<file path="src/rtl/csr_commit_ctrl.sv">
// Commit-stage sequencer: arbitrates exception / interrupt / ertn / CSR write for the
// instruction in WB, strobes the csr block, then flushes and redirects fetch.
module csr_commit_ctrl #(
    parameter int         DRAIN_CYCLES = 2,
    parameter logic [5:0] ECODE_INT    = 6'h00,
    parameter bit         REFETCH_EN   = 1'b1
) (
    input  logic        clk,
    input  logic        rst_n,
    input  logic        wb_valid,
    output logic        wb_ready,
    output logic        wb_commit,
    input  logic [31:0] wb_pc,
    input  logic        wb_excp,
    input  logic [5:0]  wb_ecode,
    input  logic [8:0]  wb_esubcode,
    input  logic [31:0] wb_vaddr,
    input  logic        wb_ertn,
    input  logic        wb_csr_we,
    input  logic [13:0] wb_csr_addr,
    input  logic [31:0] wb_csr_wdata,
    input  logic [31:0] wb_csr_wmask,
    input  logic        interrupt,
    input  logic [31:0] exception_entry,
    input  logic [31:0] exception_return_entry,
    output logic        csr_we,
    output logic [13:0] csr_addr,
    output logic [31:0] csr_wdata,
    output logic [31:0] csr_wmask,
    output logic        csr_excp,
    output logic [5:0]  csr_ecode,
    output logic [8:0]  csr_esubcode,
    output logic [31:0] csr_vaddr,
    output logic [31:0] csr_pc,
    output logic        ertn_flush,
    output logic        flush,
    output logic        redirect_valid,
    output logic [31:0] redirect_pc
);

    // Handshake: an instruction commits (or traps) in the cycle wb_valid & wb_ready.
    // wb_ready is high only while IDLE and out of reset; nothing else is accepted.
    typedef enum logic [1:0] {IDLE, TRAP, REDIR, DRAIN} state_t;
    typedef enum logic [1:0] {K_EXC, K_ERTN, K_REFETCH} kind_t;

    localparam int CW = $clog2(DRAIN_CYCLES + 1);

    state_t        state_q, state_d;
    kind_t         kind_q, kind_d;
    logic [31:0]   pc_q, pc_d;
    logic [5:0]    ecode_q, ecode_d;
    logic [8:0]    esub_q, esub_d;
    logic [31:0]   vaddr_q, vaddr_d;
    logic [CW-1:0] cnt_q, cnt_d;
    logic          accept;
    logic          is_refetch;

    assign wb_ready   = (state_q == IDLE) && rst_n;
    assign accept     = wb_valid && wb_ready;
    assign is_refetch = REFETCH_EN &&
                        (wb_csr_addr inside {14'h000, 14'h004, 14'h005, 14'h041, 14'h044, 14'h180});

    always_ff @(posedge clk or negedge rst_n) begin
        if (!rst_n) begin
            state_q <= IDLE;
            kind_q  <= K_EXC;
            pc_q    <= '0;
            ecode_q <= '0;
            esub_q  <= '0;
            vaddr_q <= '0;
            cnt_q   <= '0;
        end else begin
            state_q <= state_d;
            kind_q  <= kind_d;
            pc_q    <= pc_d;
            ecode_q <= ecode_d;
            esub_q  <= esub_d;
            vaddr_q <= vaddr_d;
            cnt_q   <= cnt_d;
        end
    end

    always_comb begin
        state_d        = state_q;
        kind_d         = kind_q;
        pc_d           = pc_q;
        ecode_d        = ecode_q;
        esub_d         = esub_q;
        vaddr_d        = vaddr_q;
        cnt_d          = cnt_q;
        wb_commit      = 1'b0;
        csr_we         = 1'b0;
        csr_addr       = '0;
        csr_wdata      = '0;
        csr_wmask      = '0;
        csr_excp       = 1'b0;
        csr_ecode      = '0;
        csr_esubcode   = '0;
        csr_vaddr      = '0;
        csr_pc         = '0;
        ertn_flush     = 1'b0;
        flush          = 1'b0;
        redirect_valid = 1'b0;
        redirect_pc    = '0;
        case (state_q)
            IDLE: begin
                if (accept) begin
                    if (wb_excp || interrupt) begin
                        // An interrupt cancels the instruction, including any CSR write.
                        kind_d  = K_EXC;
                        pc_d    = wb_pc;
                        ecode_d = wb_excp ? wb_ecode : ECODE_INT;
                        esub_d  = wb_excp ? wb_esubcode : 9'd0;
                        vaddr_d = wb_excp ? wb_vaddr : 32'd0;
                        state_d = TRAP;
                    end else if (wb_ertn) begin
                        wb_commit = 1'b1;
                        kind_d    = K_ERTN;
                        state_d   = TRAP;
                    end else begin
                        wb_commit = 1'b1;
                        csr_we    = wb_csr_we;
                        if (wb_csr_we) begin
                            csr_addr  = wb_csr_addr;
                            csr_wdata = wb_csr_wdata;
                            csr_wmask = wb_csr_wmask;
                        end
                        if (wb_csr_we && is_refetch) begin
                            kind_d  = K_REFETCH;
                            pc_d    = wb_pc;
                            state_d = TRAP;
                        end
                    end
                end
            end
            TRAP: begin
                flush = 1'b1;
                if (kind_q == K_EXC) begin
                    csr_excp     = 1'b1;
                    csr_ecode    = ecode_q;
                    csr_esubcode = esub_q;
                    csr_vaddr    = vaddr_q;
                    csr_pc       = pc_q;
                end
                ertn_flush = (kind_q == K_ERTN);
                state_d    = REDIR;
            end
            REDIR: begin
                flush          = 1'b1;
                redirect_valid = 1'b1;
                case (kind_q)
                    K_EXC:   redirect_pc = exception_entry;
                    K_ERTN:  redirect_pc = exception_return_entry;
                    default: redirect_pc = pc_q + 32'd4;
                endcase
                cnt_d   = CW'(DRAIN_CYCLES);
                state_d = DRAIN;
            end
            DRAIN: begin
                flush = 1'b1;
                if (cnt_q <= CW'(1)) begin
                    state_d = IDLE;
                end else begin
                    cnt_d = cnt_q - CW'(1);
                end
            end
            default: state_d = IDLE;
        endcase
    end

endmodule

</file>
<file path="config.mk">
export PLATFORM = sky130hd
export DESIGN_NAME = csr_commit_ctrl
export DESIGN_NICKNAME = d
export VERILOG_FILES = /design/src/rtl/csr_commit_ctrl.sv
export SDC_FILE = /design/constraint.sdc
export NUM_CORES = 1
export LEC_CHECK = 0
export BUFFER_PORTS_ARGS = -buffer_cell sky130_fd_sc_hd__buf_2
export CORE_AREA = 2 2 166 168
export DETAILED_ROUTE_END_ITERATION = 12
export DIE_AREA = 0 0 168 170
export SETUP_SLACK_MARGIN = 0.02
export SKIP_LAST_GASP = 1
export SYNTH_ARGS = -nofsm -noshare
export SYNTH_HDL_FRONTEND = slang
export SYNTH_SLANG_ARGS = --single-unit
</file>
<file path="constraint.sdc">
create_clock -name clk -period 2.5 [get_ports clk]
set_input_delay 0.5 -clock clk [delete_from_list [all_inputs] [get_ports clk]]
set_output_delay 0.5 -clock clk [all_outputs]
set_load 0.02 [all_outputs]
</file>
==> metrics.txt, run 1 <==
status=complete, but fails checks; violated checks=setup timing; clk slew on worst S/H paths=0.08 ns; synthesized instance count=598; M3 GR Usage=0.0502; core area=0.0267 mm²; Initial Util=0.219; Post-synth EDFFs=0; routability cong.=0.794; worst clock skew=0.0125 ns; Pint=6.28 mW; initial antenna violation count=6; flops & latches, synth=85; worst slew pin tran=0.985 ns; clock network latency to the later pin of the worst-skew pair=0.35 ns; H-tree levels=3; placed insts=1358; Avg WL per Cell=19.1 µm; CP startpoint kind=flip-flop; CTS buffer count=9; first-pass GRT wire length=35.8 mm; via count=6483; Final setup viols=96; Final WS setup=-0.242 ns; layout cells sized above 1=0.704; fin crit share=1.10; post-layout util=0.418; RSZ-0062 raised after global routing=true; drt pass-1 iters=4; type of the worst min-delay path=in -> async; Max Cap Viol=0; Die X=168 µm; row cnt=60; grt ovf=0; Placed Area=0.00867 mm²; DRC Markers=0; met2 usage=0.274; post-layout instance area=0.0111 mm²; switch share=0.395; clock power share=0.138; FILL cells=2573; VDD IR-drop max=0.424 mV; Multi-input gate area=0.00397 mm²; RR Endpoint=pc_q[25]; Unique masters post-synth=52; worst-path fanout max=7; cell area power density=931 mW/mm²; post-synthesis sequential area ratio=0.364; Post-synth ARST share=1.00; final net count=1305; worst reg2reg startpoint=state_q[1]; Final Non-Filler Cells=1421; die area=0.0286 mm²; Die Y=170 µm; slowest stage delay, CP=0.40 ns; vias in the first global route=6168; Critical Path Most Common Cell=buf_12; r2r worst-path depth=8; clock sink total=85; layer with the highest usage=met2; cts hold-fix bufs=0; Setup crit end kind=primary output; initial DRC count=354; Gate power share=0.611; final hold vios=0; CTS tree=yes; routed wire length=27.2 mm; area grow syn2layout=90.6%; ys flop type=dfrtp_1; switching power=4.10 mW; GRT Util Overall=0.162; Flop pwr share=0.251; PortBufs=423; fmax=0.365 GHz; slew margin rel.=0.344; YS warnings=0; Global Route met1 Usage=0.202; Tmin final=2.74 ns; DPL Wire Length=18.1 mm; Slew Limit Fails=0; WS Path Type=reg -> out; CP max-delay cell=dfrtp_1; Pwr Total=10.4 mW; Worst Setup SP=state_q[1]; via/cell ratio=4.56; Sequential Area=0.00213 mm²; Syn Area/Cell=9.78 µm²; # IOs=424; WHS=0.243 ns; Req. time, crit path=2.00 ns; ANT nets after route=0; Mapped Nets=832; Cell Area, Synth=0.00585 mm²; CTS Root Cell=clkbuf_16; crit path DAT=2.24 ns; worst-path cell chain=inv_2 -> ha_4 -> and3_4 -> nor3b_4 -> and3b_2 -> buf_12 -> buf_12 -> buf_16 -> and2_4 -> buf_6; FF-to-FF setup slack=0.31 ns; static leakage=5.44 nW; clock buffer depth=2; largest net degree at the start of global routing=61
==> per-layer routing <==
layer | up-vias | share of wire
met5 | - | 0.00041
met4 | 2 | 0.017
met3 | 29 | 0.074
met2 | 280 | 0.49
met1 | 3119 | 0.42
li1 | 3053 | -
==> worst max-delay path: cells and delay by family, from the launching register on <==
| family | cells | cell delay [ns] |
|---|---|---|
| adder cells (fa/ha/maj) | 1 | 0.14 |
| buffers and inverters | 5 | 0.56 |
| flip-flops | 1 | 0.40 |
| AND/OR/NAND/NOR | 4 | 0.80 |
==> worst max path at each step <==
stage / end / slack, ns / cells after the start
after floorplan: redirect_pc[31] / 0.03 / 6
after global placement: pc_q[23] / -0.14 / 7
after detailed placement: pc_q[20] / -0.17 / 7
after CTS: csr_wmask[8] / -0.21 / 10
after global routing: csr_wmask[31] / -0.34 / 10
final: csr_wmask[31] / -0.24 / 10
==> state kept, by name (all words and copies together) (netlist names) <==
signal   count
kind_q       2
vaddr_q     32
ecode_q      6
cnt_q        2
state_q      2
esub_q       9
pc_q        32
==> metrics by stage <==
step / setup slack (ns) / setup TNS [ns]
6_report: -0.242 / -16.68
5_1_grt: -0.340 / -32.40
4_1_cts: -0.215 / -18.12
3_5_place_dp: -0.172 / -4.73
3_3_place_gp: -0.140 / -3.89
2_1_floorplan: 0.0312 / 0
==> logic make-up after synthesis <==
| kind of cell | share of synthesized area |
|---|---|
| xor+xnor | 0.0449 |
| fa+ha+maj | 0.0128 |
| simple gates | 0.259 |
| mux | 0.124 |
| flops | 0.364 |
| buf+inv | 0.0443 |
| compound gates | 0.151 |
==> timing repair <==
action                     4_1_cts  5_1_grt
resized for setup              153      352
pin swaps                       17       57
setup endpoints to repair      105      190
buffers inserted                14       13
cloned                           4       16
==> layout by cell type (no fill, tap or decap), types with 3 or more instances in the layout <==
cell,n
nand2_1,8
a21oi_1,17
ha_4,3
buf_12,14
a21oi_2,3
nand3_2,3
buf_16,3
mux2_2,18
dfrtp_1,83
and3_1,7
xor2_2,3
a22o_1,49
buf_6,157
nand3_1,6
diode_2,4
o21ai_0,17
inv_1,5
and2_2,9
buf_8,5
and2_1,12
clkbuf_16,20
buf_4,69
nor2_1,15
and2_4,140
xnor2_1,8
mux2_4,30
mux2i_1,6
buf_2,252
ha_1,3
nand4_1,13
nor2b_1,9
o22ai_1,4
xor2_1,19
a211oi_1,17
==> power by group through the flow <==
stage	logic, mW	registers [mW]	clock network (mW)
after floorplan	3.00	2.46	0
after CTS	4.97	2.58	1.48
after global placement	4.62	2.59	0
after global routing	6.77	2.70	1.55
after detailed placement	4.67	2.59	0
final	6.34	2.61	1.43
==> synth_stat cells (4+ instances only) <==
cell type  count  area (µm²)
and2_1       160        1000
dfrtp_1       85        2130
a22o_1        49         429
clkbuf_1      43         161
mux2_4        30         450
xor2_1        22         193
a21oi_1       20         100
a211oi_1      18         135
mux2_2        18         203
o21ai_0       18        90.1
nor2_1        15        56.3
nand4_1       13        81.3
nand3_1       10        50.1
nor2b_1        9        56.3
inv_1          8        30.0
nand2_1        8        30.0
xnor2_1        8        70.1
and3_1         7        43.8
mux2i_1        7        70.1
ha_1           6        75.1
o22ai_1        4        25.0
==> final cells by class <==
cell class | count | area share
multi-input cells | 456 | 0.356
diodes | 4 | 0.000898
clock inverters | 6 | 0.00673
clock buffers | 10 | 0.0214
well taps | 341 | 0.0383
flip-flops and latches | 85 | 0.191
repair buffers | 511 | 0.382
inverters | 8 | 0.00303
No activity file was read; power rests on OpenSTA's default activity.
==> inputs of run 2 (changes only) <==
ABC_AREA = 1   (was unset)
CORE_AREA = 2 2 165 167   (was 2 2 166 168)
DIE_AREA = 0 0 167 169   (was 0 0 168 170)
==> run 2 against run 1 <==
Against the previous run:
- the flow still finishes with violations (setup timing)
- combinational power shrank 17%
- non-clock buffer count shrank 22
- global-route usage grew 2.0 points
- flip-flop and latch count is the same
- sequential share of layout area grew 2.3 points
- power shrank 13%
- clock power shrank 9.8%
- sequential power shrank 5%
- critical path type unchanged
- largest cell class is now multi-input combinational cells
==> metrics.txt, run 2 <==
status=complete, but fails checks; violated checks=setup timing; WS Path Type=reg -> out; Avg WL per Cell=15.8 µm; commonest non-fill, non-tap cell in the layout=buf_2; die area=0.0282 mm²; # IOs=424; Critical Path Most Common Cell=nand2_2; first-pass GRT wire length=40.5 mm; largest net degree at the start of global routing=59; CTS tree=yes; pre-CTS setup slack=0.00825 ns; Unique masters post-synth=33; CP max-delay cell=dfrtp_1; Final Non-Filler Cells=1769; Mapped Nets=1211; RR Endpoint=pc_q[11]; worst clock skew=0.00703 ns; initial antenna violation count=4; DRC Markers=0; Final WS setup=-0.0355 ns; Tmin final=2.54 ns; CTS buffer count=9; VDD IR-drop max=0.484 mV; clk slew on worst S/H paths=0.07 ns; area grow syn2layout=61.7%; ANT nets after route=0; synthesized instance count=977; FF-to-FF setup slack=0.52 ns; area fraction of the dominant cell type after synthesis=0.345; core area=0.0265 mm²; Synth Area in Adders=0.0122; cts hold-fix bufs=0; Setup crit end kind=primary output; Post-synth ARST share=1.00; GRT Util Overall=0.182; Max Cap Viol=0; via/cell ratio=4.52; r2r worst-path depth=12; layout cells sized above 1=0.430; Compound-Gate Fraction of Synth Area=0.115; Post-Synth XOR/XNOR Area=0.0142; most frequent cell after synthesis=nor2_1; flops & latches, synth=85; post-layout util=0.376; Post-synth EDFFs=0; clock network latency to the later pin of the worst-skew pair=0.34 ns; via count=7993; vias in the first global route=7395; RSZ-0062 raised after global routing=true; Syn Area/Cell=6.31 µm²; synth top area cells=dfrtp_1 (35%), nor2_1 (12%), inv_1 (11%); placed insts=1718; Largest regs=pc_q: 32 flops, vaddr_q: 32 flops, esub_q: 9 flops; CP startpoint kind=flip-flop; initial DRC count=422; slowest stage delay, CP=0.41 ns; post-synthesis sequential area ratio=0.345; post-synthesis simple-gate area fraction=0.357; WHS=0.225 ns; Placed Area=0.00874 mm²; Req. time, crit path=2.00 ns; FILL cells=2832; commonest non-fill, non-tap cells in the layout=buf_2 (376), nor2_1 (176), inv_1 (173); final net count=1657; Cell Area, Synth=0.00616 mm²; routed wire length=27.9 mm; Die Y=169 µm; CTS Root Cell=clkbuf_16; cell area power density=910 mW/mm²; static leakage=5.68 nW; worst-path fanout max=4; clock buffer depth=2; DPL Wire Length=20.8 mm; ys flop type=dfrtp_1; worst reg2reg startpoint=state_q[0]; Slew Limit Fails=0; H-tree levels=3; worst-path cell chain=ha_4 -> nand2_2 -> nor2_2 -> nand2_2 -> nor2_4 -> nand2_2 -> nor2_4 -> nand3_1 -> nand2_1 -> nand3_1 -> and2_1 -> buf_4; mux cell area share after synthesis=0; drt pass-1 iters=7; fin crit share=1.01; Final setup viols=1; slew margin rel.=0.435; Initial Util=0.233; worst slew pin tran=0.847 ns; Yosys top cell by area=dfrtp_1; main combinational cell family by area after synthesis=simple AND/OR/NAND/NOR gates; Worst Setup SP=pc_q[2]; top post-synthesis cells by count=nor2_1 (204), inv_1 (180), nand2_1 (159); routability cong.=0.887; crit path DAT=2.04 ns; post-layout instance area=0.00996 mm²; PortBufs=423; type of the worst min-delay path=in -> async; clock sink total=85; YS warnings=0; row cnt=60; final hold vios=0; Pwr Total=9.07 mW; Die X=167 µm; fmax=0.394 GHz; setup_tns=-0.0355 ns; grt ovf=0
run 2: critical path, delay by kind of cell, from the launching register on:
kind	cells	cell delay, ns
AND/OR/NAND/NOR	10	0.95
flip-flops	1	0.41
adder cells (fa/ha/maj)	1	0.18
buffers and inverters	1	0.15
run 2: report_power, final:
| group | total [mW] | switching, mW | internal [mW] |
|---|---|---|---|
| sequential | 2.49 | 0.484 | 2.01 |
| combinational | 5.28 | 3.40 | 1.88 |
| clock | 1.29 | 0.570 | 0.724 |
run 2: layout make-up:
type / instances / area [µm²] / share of cell area
repair buffers: 489 / 2930 / 0.294
clock buffers: 12 / 256 / 0.0257
clock inverters: 3 / 21.3 / 0.00213
flip-flops and latches: 85 / 2130 / 0.214
inverters: 186 / 713 / 0.0716
multi-input cells: 652 / 3480 / 0.349
well taps: 341 / 427 / 0.0428
diodes: 1 / 2.50 / 0.000251
run 2: worst max-delay path by stage:
stage,slack [ns],cells after the start,to
finish,-0.04,12,redirect_pc[22]
global route,-0.13,12,redirect_pc[22]
CTS,-0.02,7,redirect_pc[14]
detailed placement,0.008,11,csr_wdata[19]
global placement,0.05,11,csr_wmask[9]
floorplan,0.1,10,csr_addr[0]
run 2: per-layer routing:
metal / GRT usage / routed length, µm / up-vias
met2: 0.303 / 13100 / 356
met4: 0.0517 / 515 / 6
met5: 0 / 41 / -
li1: - / - / 3936
met1: 0.236 / 12100 / 3654
met3: 0.0409 / 2140 / 41
run 2: cell families after synthesis:
group                    after synthesis
AND/OR/NAND/NOR                      513
adder cells (fa/ha/maj)                6
XOR/XNOR                              10
flip-flops                            85
AO/OA/AOI/OAI                        123
buffers and inverters                240
run 2: what timing repair did:
item | CTS | global route
setup buffers | 9 | 19
resized for setup | 41 | 129
setup endpoints to repair | 138 | 105
pin swaps | 7 | 19
cloned | 0 | 7
